File: config.mk
export PLATFORM = sky130hd
export DESIGN_NAME = cache_control
export DESIGN_NICKNAME = d
export VERILOG_FILES = /design/src/rtl/cache_control.sv
export SDC_FILE = /design/constraint.sdc
export NUM_CORES = 1
export LEC_CHECK = 0
export ABC_AREA = 1
export BUFFER_PORTS_ARGS = -buffer_cell sky130_fd_sc_hd__buf_2
export CAP_MARGIN = 20
export CORE_AREA = 2 2 280 282
export DETAILED_ROUTE_END_ITERATION = 12
export DIE_AREA = 0 0 282 284
export GPL_ROUTABILITY_DRIVEN = 0
export RECOVER_POWER = 50
export SYNTH_ARGS = -nofsm -noshare
export SYNTH_HDL_FRONTEND = slang
export SYNTH_SLANG_ARGS = --single-unit
File: constraint.sdc
create_clock -name clk -period 1.95 [get_ports clk]
set_input_delay 0.0975 -clock clk [delete_from_list [all_inputs] [get_ports clk]]
set_output_delay 0.0975 -clock clk [all_outputs]
set_load 0.03 [all_outputs]
File: src/rtl/cache_control.sv
// -----------------------------------------------------------------------------
// cache_control
// Controller for a 2-way, 8-index, 16-byte-line L1 cache. Sits between the CPU
// memory port and physical memory and steers the tag/data array datapath.
// Address split: offset [3:0], index [6:4], tag [15:7].
//
// Ports:
//   clk, reset              rising-edge clock, synchronous active-high reset
//   mem_*                   CPU port (request held until mem_resp)
//   set_{one,two}_*         per-way status and stored line from the datapath
//   load_set_*, write_type_set_*, input_data
//                           way load strobes, dirty-on-write select, line to store
//   pmem_*                  physical memory port (request held until pmem_resp)
//
// All outputs are decoded combinationally from the state register and inputs;
// state, per-index LRU bits and the latched miss victim are registered.
// -----------------------------------------------------------------------------
module cache_control (
    input  logic         clk,
    input  logic         reset,
    input  logic [15:0]  mem_address,
    input  logic         mem_read,
    input  logic         mem_write,
    input  logic [1:0]   mem_byte_enable,
    input  logic [15:0]  mem_wdata,
    output logic         mem_resp,
    input  logic         set_one_hit,
    input  logic         set_two_hit,
    input  logic         set_one_valid,
    input  logic         set_two_valid,
    input  logic         set_one_dirty,
    input  logic         set_two_dirty,
    input  logic [8:0]   set_one_tag,
    input  logic [8:0]   set_two_tag,
    input  logic [127:0] out_data_set_one_f,
    input  logic [127:0] out_data_set_two_f,
    output logic         load_set_one,
    output logic         load_set_two,
    output logic         write_type_set_one,
    output logic         write_type_set_two,
    output logic [127:0] input_data,
    output logic [15:0]  pmem_address,
    output logic         pmem_read,
    output logic         pmem_write,
    output logic [127:0] pmem_wdata,
    input  logic [127:0] pmem_rdata,
    input  logic         pmem_resp
);

    typedef enum logic [1:0] {
        IDLE      = 2'd0,
        WRITEBACK = 2'd1,
        FILL      = 2'd2
    } state_t;

    state_t     state_r;
    logic [7:0] lru_r;      // per index: 0 = way one is victim, 1 = way two
    logic       victim_r;   // way chosen at miss time: 0 = one, 1 = two

    logic [2:0]   index_s;
    logic         req_s;
    logic         hit_s;
    logic         hit_way_s;
    logic [127:0] hit_line_s;
    logic         victim_sel_s;
    logic         victim_sel_dirty_s;
    logic [8:0]   victim_tag_s;
    logic [127:0] victim_line_s;
    logic         unused_ok_s;

    // Merge a CPU halfword into a line: word selects the 16-bit slot, be the bytes.
    function automatic logic [127:0] merge_line(input logic [127:0] line,
                                                input logic [2:0]   word,
                                                input logic [1:0]   be,
                                                input logic [15:0]  wdata);
        logic [127:0] result;
        result = line;
        for (int k = 0; k < 8; k++) begin
            result[16*k +: 8]   = ((word == 3'(k)) && be[0]) ? wdata[7:0]  : line[16*k +: 8];
            result[16*k+8 +: 8] = ((word == 3'(k)) && be[1]) ? wdata[15:8] : line[16*k+8 +: 8];
        end
        return result;
    endfunction

    assign index_s     = mem_address[6:4];
    assign req_s       = mem_read | mem_write;
    assign hit_s       = set_one_hit | set_two_hit;
    // Way one wins if both ever report a hit.
    assign hit_way_s   = ~set_one_hit;
    assign hit_line_s  = hit_way_s ? out_data_set_two_f : out_data_set_one_f;
    assign unused_ok_s = mem_address[0];

    // Miss victim: first invalid way, else the LRU choice for this index.
    always_comb begin
        victim_sel_s = 1'b0;
        if (!set_one_valid) begin
            victim_sel_s = 1'b0;
        end else if (!set_two_valid) begin
            victim_sel_s = 1'b1;
        end else begin
            victim_sel_s = lru_r[index_s];
        end
    end

    assign victim_sel_dirty_s = victim_sel_s ? (set_two_valid & set_two_dirty)
                                             : (set_one_valid & set_one_dirty);
    // During writeback the datapath still shows the victim at the current index.
    assign victim_tag_s  = victim_r ? set_two_tag : set_one_tag;
    assign victim_line_s = victim_r ? out_data_set_two_f : out_data_set_one_f;

    // State, LRU and victim registers.
    always_ff @(posedge clk) begin
        if (reset) begin
            state_r  <= IDLE;
            lru_r    <= 8'h00;
            victim_r <= 1'b0;
        end else begin
            case (state_r)
                IDLE: begin
                    if (req_s && hit_s) begin
                        lru_r[index_s] <= ~hit_way_s;
                    end else if (req_s) begin
                        victim_r <= victim_sel_s;
                        state_r  <= victim_sel_dirty_s ? WRITEBACK : FILL;
                    end else begin
                        state_r <= IDLE;
                    end
                end
                WRITEBACK: begin
                    if (pmem_resp) begin
                        state_r <= FILL;
                    end else begin
                        state_r <= WRITEBACK;
                    end
                end
                FILL: begin
                    if (pmem_resp) begin
                        state_r <= IDLE;
                    end else begin
                        state_r <= FILL;
                    end
                end
                default: begin
                    state_r <= IDLE;
                end
            endcase
        end
    end

    // Output decode from state and current inputs.
    always_comb begin
        mem_resp           = 1'b0;
        load_set_one       = 1'b0;
        load_set_two       = 1'b0;
        write_type_set_one = 1'b0;
        write_type_set_two = 1'b0;
        input_data         = 128'h0;
        pmem_address       = 16'h0000;
        pmem_read          = 1'b0;
        pmem_write         = 1'b0;
        pmem_wdata         = 128'h0;
        case (state_r)
            IDLE: begin
                if (req_s && hit_s) begin
                    mem_resp = 1'b1;
                    // A simultaneous read and write is handled as a write.
                    if (mem_write) begin
                        load_set_one       = ~hit_way_s;
                        load_set_two       = hit_way_s;
                        write_type_set_one = ~hit_way_s;
                        write_type_set_two = hit_way_s;
                        input_data = merge_line(hit_line_s, mem_address[3:1],
                                                mem_byte_enable, mem_wdata);
                    end else begin
                        input_data = 128'h0;
                    end
                end else begin
                    mem_resp = 1'b0;
                end
            end
            WRITEBACK: begin
                pmem_write   = 1'b1;
                pmem_address = {victim_tag_s, index_s, 4'h0};
                pmem_wdata   = victim_line_s;
            end
            FILL: begin
                pmem_read    = 1'b1;
                pmem_address = {mem_address[15:4], 4'h0};
                if (pmem_resp) begin
                    load_set_one = ~victim_r;
                    load_set_two = victim_r;
                    input_data   = pmem_rdata;
                end else begin
                    input_data = 128'h0;
                end
            end
            default: begin
                mem_resp = 1'b0;
            end
        endcase
    end

endmodule

==> flow_summary.json, run 1 <==
{
  "die-area_um2": 80090,
  "avgRoutedWirePerCell_um": 23.45,
  "pwr_density_cell_nw_per_um2": 372.5,
  "p_comb_share_pct": 89.5,
  "critPathRequiredTime_ps": 1850,
  "maxCapViolations": 0,
  "cts_buffers": 3,
  "number_of_h_tree_levels": 1,
  "postSynthRegisterBits": 11,
  "outcome": "complete, but fails checks",
  "postLayoutCellArea_um2": 15820,
  "worst_slew_pin_tran_ps": 793.0,
  "critical_path_arrival_ps": 2160,
  "drt_wl_total_um": 77520,
  "rsz0062_at_grt": "yes",
  "hpwl_um": 54780,
  "p_sw_mw": 3.364,
  "grt_pass1_wl_um": 95570,
  "yosys.cell_count.top_type": "sky130_fd_sc_hd__nand2_1",
  "antenna_violating_nets_post_route": 0,
  "antenna_found_initial": 31,
  "share_of_power_burned_in_the_clock_network_pct": 6.3,
  "finClkSkew_ps": 1.276,
  "synth_enable_flop_cells": 0,
  "cts_tree": "yes",
  "syn-cell-area_um2": 6875,
  "cts_buffer_depth": 2,
  "vias": 14777,
  "final_worst_slack_ps": -311.6,
  "postSynthCellCount": 1533,
  "final.min_clock_period_ps": 2262,
  "asyncSetResetFlopFracSynth_pct": 0,
  "grt_start_max_net_pins": 80,
  "yosysTopAreaCellShare_pct": 23.26,
  "die_width_um": 282,
  "numPortBuffers": 720,
  "ys_top_cells_by_count": "sky130_fd_sc_hd__nand2_1 (426), sky130_fd_sc_hd__nor2_1 (339), sky130_fd_sc_hd__o21ai_0 (194)",
  "post-route-period-util_pct": 116.0,
  "first_global_vias": 12924,
  "end_kind": "output port",
  "coreArea_um2": 76960,
  "worst-setup-path-type": "flop to output port",
  "yosys_warnings": 0,
  "cts_root_buffer": "sky130_fd_sc_hd__clkbuf_16",
  "detailedRoute.firstIterationViolations": 1059,
  "timing.final.setup_violations": 202,
  "failing_checks": "negative setup slack",
  "io-pin-count": 726,
  "netlist.top_cell.by_area": "sky130_fd_sc_hd__nand2_1",
  "post_synth_num_cell_types": 27,
  "cellLeakagePower_nw": 7.750,
  "layout.core_utilization_pct": 20.56,
  "ctsHoldBuffers": 0,
  "timing_hold_violations_final": 0,
  "maxSlewViolCount": 0,
  "rows": 102,
  "netlist_top_cells_area": "sky130_fd_sc_hd__nand2_1 (23%), sky130_fd_sc_hd__nor2_1 (19%), sky130_fd_sc_hd__o21ai_0 (14%)",
  "dr.pass1.iters": 9,
  "slew_headroom_pct": 47.13,
  "clk_pin_slew_worst_paths_ps": 40,
  "initial_core_util_pct": 8.934,
  "worstSkewPairLatency_ps": 230,
  "cp_max_fo": 30,
  "area_growth_pct": 130.2,
  "sink_count_of_the_clock_tree": 11,
  "min-delay-path-class": "input pin to flop",
  "max_freq_mhz": 442.2,
  "synth_seq_area_share_pct": 3.203,
  "dominantRegCellSynth": "sky130_fd_sc_hd__dfxtp_1",
  "area_after_detailed_placement_um2": 12500,
  "startpoint_kind_of_the_worst_setup_timing_path": "flop",
  "power.share.sequential_pct": 4.3,
  "grt_usage_pct": 16.67,
  "design.final.nets": 2704,
  "syn-mean-instance-area_um2": 4.485,
  "die_height_um": 284,
  "drive_above_1_share_pct": 48.80,
  "swShare_pct": 57.07,
  "drcViolationCount": 0,
  "peakVddDrop_v": 0.0002678,
  "intPower_mw": 2.531,
  "vias_per_cell": 4.470,
  "globalRouteOverflowTotal": 0
}
==> cells by family (layout without fill, tap and decap cells) <==
| family | after synthesis | count (layout) | share of synthesized area (%) |
|---|---|---|---|
| buf+inv | 180 | 896 | 10.50 |
| fa+ha+maj | 4 | 4 | 0.7280 |
| compound gates | 394 | 394 | 30.59 |
| other cells | 1 | 18 | 0.05454 |
| flops | 11 | 11 | 3.203 |
| simple gates | 943 | 943 | 54.92 |
==> metal layers <==
metal | part of all wire (%) | GRT usage (%) | up-vias
met5 | 0.34 | 0 | -
met4 | 5.0 | 5.785 | 30
met3 | 11 | 4.981 | 233
met2 | 45 | 27.67 | 1043
met1 | 39 | 20.25 | 6895
li1 | - | - | 6576
==> critical path, stage by stage (launching register included) <==
cell,delay (ps)
sky130_fd_sc_hd__dfxtp_2,320
sky130_fd_sc_hd__inv_2,70
sky130_fd_sc_hd__ha_4,130
sky130_fd_sc_hd__inv_2,40
sky130_fd_sc_hd__nor2_4,80
sky130_fd_sc_hd__inv_2,50
sky130_fd_sc_hd__nor2_4,170
sky130_fd_sc_hd__nand2_8,90
sky130_fd_sc_hd__buf_16,180
sky130_fd_sc_hd__a31oi_4,310
sky130_fd_sc_hd__o21ai_1,110
sky130_fd_sc_hd__nand2_1,100
sky130_fd_sc_hd__buf_6,130
==> state kept, by name, summed over array words and instances (netlist names) <==
signal / flops
state_r: 2
victim_r: 1
lru_r: 8
==> cells in the final DEF (no fill, tap or decap), types with 2 or more instances in the layout <==
| cell type | n |
|---|---|
| sky130_fd_sc_hd__buf_2 | 557 |
| sky130_fd_sc_hd__nand2_1 | 358 |
| sky130_fd_sc_hd__nor2_1 | 327 |
| sky130_fd_sc_hd__nand3_1 | 169 |
| sky130_fd_sc_hd__buf_6 | 141 |
| sky130_fd_sc_hd__o21ai_0 | 124 |
| sky130_fd_sc_hd__buf_4 | 81 |
| sky130_fd_sc_hd__o21ai_2 | 79 |
| sky130_fd_sc_hd__o21ai_1 | 64 |
| sky130_fd_sc_hd__a31oi_4 | 51 |
| sky130_fd_sc_hd__nand2_2 | 41 |
| sky130_fd_sc_hd__a31oi_1 | 40 |
| sky130_fd_sc_hd__buf_12 | 38 |
| sky130_fd_sc_hd__inv_1 | 31 |
| sky130_fd_sc_hd__nand2_4 | 27 |
| sky130_fd_sc_hd__a21oi_1 | 17 |
| sky130_fd_sc_hd__clkbuf_16 | 15 |
| sky130_fd_sc_hd__diode_2 | 14 |
| sky130_fd_sc_hd__nor2_4 | 10 |
| sky130_fd_sc_hd__buf_16 | 8 |
| sky130_fd_sc_hd__dfxtp_1 | 8 |
| sky130_fd_sc_hd__buf_8 | 8 |
| sky130_fd_sc_hd__o21ai_4 | 7 |
| sky130_fd_sc_hd__inv_2 | 6 |
| sky130_fd_sc_hd__a31oi_2 | 4 |
| sky130_fd_sc_hd__nor2_2 | 4 |
| sky130_fd_sc_hd__conb_1 | 4 |
| sky130_fd_sc_hd__a21oi_2 | 3 |
| sky130_fd_sc_hd__nor3_1 | 3 |
| sky130_fd_sc_hd__ha_4 | 3 |
| sky130_fd_sc_hd__clkbuf_4 | 3 |
| sky130_fd_sc_hd__inv_6 | 2 |
| sky130_fd_sc_hd__clkinvlp_4 | 2 |
| sky130_fd_sc_hd__o22ai_2 | 2 |
| sky130_fd_sc_hd__or2_2 | 2 |
| sky130_fd_sc_hd__a311oi_1 | 2 |
| sky130_fd_sc_hd__clkbuf_1 | 2 |
| sky130_fd_sc_hd__dfxtp_2 | 2 |
==> power by group through the flow <==
stage                     clock, mW  combinational (mW)  sequential (mW)
after floorplan                   0                2.03            0.249
after global placement            0                3.85            0.255
after detailed placement          0                3.87            0.256
after CTS                     0.381                4.31            0.253
after global routing          0.392                5.54            0.254
final                         0.369                5.27            0.252
==> repair_timing <==
item                                    in CTS  in global routing
cloned                                       2                 15
endpoints found under the hold margin        0                  0
pin swaps                                    6                 92
gates resized for setup                    214                464
endpoints found under the setup margin     128                168
buffers inserted                            10                 25
==> path summary, 6_finish.rpt <==
check	endpoint	slack [ps]	cells after the start	from
setup / recovery	input_data[40]	-310	12	state_r[1]
hold / removal	state_r[1]	110	2	reset
setup reg to reg	state_r[0]	10	12	state_r[1]
hold reg to reg	lru_r[5]	450	2	lru_r[5]
==> stage by stage <==
step	instances	worst slack [ps]	hold slack (ps)	setup TNS, ps	total power [mW]
2_1_floorplan	1536	1.639	166.6	0	2.277
3_3_place_gp	3238	-190.8	347.5	-1344	4.110
3_5_place_dp	3238	-165.2	356.4	-890.1	4.121
4_1_cts	3254	-227.8	103.4	-15640	4.940
5_1_grt	3299	-377.0	113.5	-49860	6.189
6_report	3306	-311.6	108.4	-31270	5.894
==> layout make-up <==
type                    instances  area [µm²]
diodes                         14       35.03
clock buffers                   4       78.83
fillers                      8675       61130
inverters                      42       197.7
multi-input cells            1345        7566
flip-flops and latches         11       226.5
well taps                    1040        1301
repair buffers                849        6411
repair inverters                1       7.507
Note: power is estimated with default switching activity, not from simulation.
==> inputs of run 2 (changes only) <==
- SKIP_CTS_REPAIR_TIMING: default -> 1
==> run 2 against run 1 <==
Compared with the run above:
- the run still ends with negative setup slack left
- clock-buffer cell count is the same
- flip-flop and latch count unchanged
- first-iteration DRC count rose by 5.0%
==> flow_summary.json, run 2 (synthesized netlist as in run 1, its figures left out) <==
{
  "cp_most_frequent_cell": "sky130_fd_sc_hd__inv_2",
  "maxCapViolations": 0,
  "crit_path_largest_cell_delay_ps": 320,
  "antenna_violating_nets_post_route": 0,
  "whs_endpoint": "state_r[1]",
  "detailedRoute.firstIterationViolations": 1112,
  "largestRegisters": "lru_r (8), state_r (2), victim_r (1)",
  "cellLeakagePower_nw": 7.270,
  "regMostFlops": "lru_r",
  "timing.final.setup_violations": 208,
  "finClkSkew_ps": 2.575,
  "globalRouteOverflowTotal": 0,
  "worstSkewPairLatency_ps": 230,
  "die-area_um2": 80090,
  "startpoint_kind_of_the_worst_setup_timing_path": "flop",
  "clk_pin_slew_worst_paths_ps": 40,
  "placed_cells": 3238,
  "coreArea_um2": 76960,
  "timing.reg2reg.worst_path_depth": 13,
  "hpwl_um": 54780,
  "hold_path_startpoint": "reset",
  "drt_wl_total_um": 75050,
  "die_height_um": 284,
  "slew_headroom_pct": 44.41,
  "final_worst_slack_ps": -261.2,
  "cp_max_fo": 30,
  "number_of_h_tree_levels": 1,
  "initial_core_util_pct": 8.934,
  "worst-setup-path-type": "flop to output port",
  "first_global_vias": 12565,
  "rows": 102,
  "final.min_clock_period_ps": 2211,
  "antenna_found_initial": 31,
  "dr.pass1.iters": 5,
  "area_growth_pct": 110.9,
  "vias_per_cell": 4.440,
  "cts_buffer_depth": 2,
  "cts_root_buffer": "sky130_fd_sc_hd__clkbuf_16",
  "final_common_cell": "sky130_fd_sc_hd__buf_2",
  "outcome": "complete, but fails checks",
  "pwr_density_cell_nw_per_um2": 368.8,
  "largest_reg_flops": 8,
  "design.final.nets": 2679,
  "drcViolationCount": 0,
  "min-delay-path-class": "input pin to flop",
  "cts_tree": "yes",
  "timing_hold_violations_final": 0,
  "critical-path-slowest-cell": "sky130_fd_sc_hd__dfxtp_2",
  "critPathRequiredTime_ps": 1850,
  "avgRoutedWirePerCell_um": 22.87,
  "critical_path_arrival_ps": 2110,
  "worstReg2RegStart": "state_r[1]",
  "end_kind": "output port",
  "numPortBuffers": 720,
  "final-instance-count-excl-fill": 3282,
  "die_width_um": 282,
  "peakVddDrop_v": 0.0002557,
  "grt_usage_pct": 16.14,
  "cpLargestDelayFamily": "buffers and inverters",
  "maxSlewViolCount": 0,
  "rrSetupSlack_ps": 140,
  "holdPathStages": 2,
  "totalNegativeSetupSlack_ps": -22490,
  "worst_slew_pin_tran_ps": 833.9,
  "vias": 14571,
  "cts_buffers": 3,
  "grt_pass1_wl_um": 92780,
  "worstPathCellList": "inv_2 -> ha_4 -> inv_2 -> nor2_4 -> inv_2 -> nor2_4 -> nand2_8 -> buf_16 -> a31oi_4 -> o21ai_1 -> nand2_1 -> buf_6",
  "rsz0062_at_grt": "yes",
  "drive_above_1_share_pct": 44.14,
  "grt_start_max_net_pins": 80,
  "sink_count_of_the_clock_tree": 11,
  "io-pin-count": 726,
  "failing_checks": "negative setup slack",
  "max_freq_mhz": 452.3,
  "crit_reg_reg_endpoint": "lru_r[2]",
  "worstPathBufferInverterCount": 5,
  "most_used_cells_in_the_layout_excluding_fill_and_tap_cells": "sky130_fd_sc_hd__buf_2 (581), sky130_fd_sc_hd__nand2_1 (395), sky130_fd_sc_hd__nor2_1 (331), sky130_fd_sc_hd__nand3_1 (169), sky130_fd_sc_hd__o21ai_0 (151)",
  "post-route-period-util_pct": 113.4
}
## run 2: final cells by class
cell class / count / area (µm²)
fill: 8827 / 62460
multi-input combinational: 1345 / 6870
timing repair inverter: 1 / 5.005
inverter: 42 / 183.9
timing repair buffer: 824 / 5794
tap: 1040 / 1301
clock buffer: 4 / 78.83
antenna: 15 / 37.54
sequential: 11 / 226.5
## run 2: per-layer routing
| layer | wire length [µm] | vias up | track usage (%) |
|---|---|---|---|
| met3 | 7846 | 216 | 4.783 |
| met1 | 29890 | 6775 | 19.95 |
| li1 | - | 6518 | - |
| met2 | 33450 | 1038 | 26.07 |
| met4 | 3710 | 24 | 6.316 |
| met5 | 153 | - | 0 |
## run 2: worst max-delay path by stage
stage,startpoint,endpoint,slack [ps],depth (start not counted)
after global routing,state_r[1],input_data[124],-340,13
after detailed placement,state_r[0],input_data[40],-170,12
after global placement,state_r[0],input_data[111],-190,12
after floorplan,state_r[0],input_data[48],2,12
after CTS,state_r[0],input_data[40],-410,12
final,state_r[1],input_data[40],-260,12
## run 2: metrics by stage
step | worst slack, ps | area (µm²) | utilization, % | total power, mW | hold WS (ps)
floorplan | 1.639 | 7077 | - | 2.277 | 166.6
global placement | -190.8 | 12500 | 16.24 | 4.110 | 347.5
detailed placement | -165.2 | 12500 | 16.24 | 4.121 | 356.4
CTS | -414.6 | 12580 | 16.35 | 4.512 | 108.0
global route | -342.2 | 14490 | 18.82 | 5.628 | 105.1
finish | -261.2 | 14500 | 18.84 | 5.347 | 103.7
## run 2: power breakdown
| part | switching (mW) | internal [mW] | total [mW] |
|---|---|---|---|
| Sequential | 0.0126 | 0.240 | 0.253 |
| Combinational | 3.01 | 1.71 | 4.72 |
| Clock | 0.0964 | 0.274 | 0.371 |
| Total | 3.12 | 2.23 | 5.35 |
==> inputs of run 3 (changes only) <==
- CTS_CLUSTER_DIAMETER: default -> 100
- MAX_ROUTING_LAYER: default -> met4
==> run 3 against run 2 <==
Compared with the run above:
- the flow still finishes with violations (negative setup slack)
- global-route usage increased by 0.46 points
- clock skew decreased by 0.63 ps
- largest cell class unchanged
- critical path type unchanged
- highest routed layer is now met4
- hold slack improved by 0.61 ps
==> flow_summary.json, run 3 (synthesized netlist as in run 1, its figures left out) <==
{
  "outcome": "complete, but fails checks",
  "failing_checks": "negative setup slack",
  "avgRoutedWirePerCell_um": 22.89,
  "drive_above_1_share_pct": 45.60,
  "grt_pass1_wl_um": 92770,
  "regMostFlops": "lru_r",
  "vias": 14526,
  "min-delay-path-class": "input pin to flop",
  "number_of_h_tree_levels": 1,
  "io-pin-count": 726,
  "final_common_cell": "sky130_fd_sc_hd__buf_2",
  "clk_pin_slew_worst_paths_ps": 40,
  "cts_buffers": 3,
  "final_worst_slack_ps": -274.6,
  "pwr_density_cell_nw_per_um2": 364.3,
  "first_global_vias": 12543,
  "worstPathBufferInverterCount": 5,
  "cts_tree": "yes",
  "worst-setup-path-type": "flop to output port",
  "critical-path-slowest-cell": "sky130_fd_sc_hd__dfxtp_2",
  "die-area_um2": 80090,
  "coreArea_um2": 76960,
  "drt_wl_total_um": 75600,
  "initial_core_util_pct": 8.934,
  "rrSetupSlack_ps": 120,
  "cpLargestDelayFamily": "buffers and inverters",
  "finClkSkew_ps": 1.946,
  "cp_max_fo": 30,
  "maxCapViolations": 0,
  "die_width_um": 282,
  "area_growth_pct": 117.3,
  "max_freq_mhz": 449.5,
  "most_used_cells_in_the_layout_excluding_fill_and_tap_cells": "sky130_fd_sc_hd__buf_2 (555), sky130_fd_sc_hd__nand2_1 (394), sky130_fd_sc_hd__nor2_1 (326), sky130_fd_sc_hd__nand3_1 (169), sky130_fd_sc_hd__o21ai_0 (131)",
  "rows": 102,
  "timing_hold_violations_final": 0,
  "cts_root_buffer": "sky130_fd_sc_hd__clkbuf_16",
  "rsz0062_at_grt": "yes",
  "antenna_violating_nets_post_route": 0,
  "antenna_found_initial": 31,
  "grt_usage_pct": 16.61,
  "drcViolationCount": 0,
  "numPortBuffers": 720,
  "peakVddDrop_v": 0.0002530,
  "cellLeakagePower_nw": 7.339,
  "final.min_clock_period_ps": 2225,
  "layout.core_utilization_pct": 19.41,
  "design.final.nets": 2689,
  "vias_per_cell": 4.399,
  "largest_reg_flops": 8,
  "worst_slew_pin_tran_ps": 784.4,
  "die_height_um": 284,
  "dr.pass1.iters": 8,
  "critical_path_arrival_ps": 2130,
  "grt_start_max_net_pins": 80,
  "startpoint_kind_of_the_worst_setup_timing_path": "flop",
  "worstPathCellList": "inv_2 -> ha_4 -> inv_2 -> nor2_4 -> inv_2 -> nor2_4 -> nand2_8 -> buf_16 -> a31oi_4 -> o21ai_1 -> nand2_1 -> buf_6",
  "largestRegisters": "lru_r (8), state_r (2), victim_r (1)",
  "maxSlewViolCount": 0,
  "sink_count_of_the_clock_tree": 11,
  "critPathRequiredTime_ps": 1850,
  "end_kind": "output port",
  "detailedRoute.firstIterationViolations": 1186,
  "cp_most_frequent_cell": "sky130_fd_sc_hd__inv_2",
  "worstSkewPairLatency_ps": 230,
  "crit_path_largest_cell_delay_ps": 320,
  "p_total_mw": 5.442,
  "cts_buffer_depth": 2,
  "post-route-period-util_pct": 114.1,
  "slew_headroom_pct": 47.71,
  "timing.final.setup_violations": 204,
  "globalRouteOverflowTotal": 0,
  "hpwl_um": 54780
}
run 3: changes by cell type in the layout (fill, tap and decap cells not counted), sizes merged:
cell,delta
diode,+10
buf,+10
run 3: power breakdown:
part           internal, mW  switching (mW)  leakage [nW]
clock                 0.274          0.0978        0.0383
sequential            0.240          0.0120        0.0910
combinational          1.77            3.05          7.21
run 3: area by class of cell:
class | count | area [µm²]
Timing Repair Buffer | 834 | 6062
Antenna cell | 25 | 62.56
Tap cell | 1040 | 1301
Inverter | 42 | 183.9
Fill cell | 8768 | 62020
Multi-Input combinational cell | 1345 | 7014
Timing Repair inverter | 1 | 7.507
Clock buffer | 4 | 78.83
Sequential cell | 11 | 226.5
run 3: layer usage:
layer | vias up | routed length, µm | global-route usage (%)
met4 | 0 | 3877 | 6.064
met1 | 6743 | 30510 | 20.06
li1 | 6562 | - | -
met3 | 207 | 7047 | 4.569
met5 | - | 0 | -
met2 | 1014 | 34160 | 26.19
run 3: worst paths after layout:
path | start | endpoint | depth (start not counted)
worst min-delay path | reset | state_r[1] | 2
worst max register to register | state_r[1] | lru_r[2] | 13
worst max-delay path | state_r[1] | input_data[40] | 12
worst min register to register | lru_r[1] | lru_r[1] | 2
run 3: per-stage QoR:
step / area (µm²) / setup TNS [ps] / worst slack (ps) / hold slack, ps / instances
2_1_floorplan: 7077 / 0 / 1.639 / 166.6 / 1536
3_3_place_gp: 12500 / -1344 / -190.8 / 347.5 / 3238
3_5_place_dp: 12500 / -890.1 / -165.2 / 356.4 / 3238
4_1_cts: 12580 / -25640 / -414.6 / 108.0 / 3242
5_1_grt: 14920 / -49440 / -367.3 / 104.9 / 3296
6_report: 14940 / -25340 / -274.6 / 104.3 / 3302
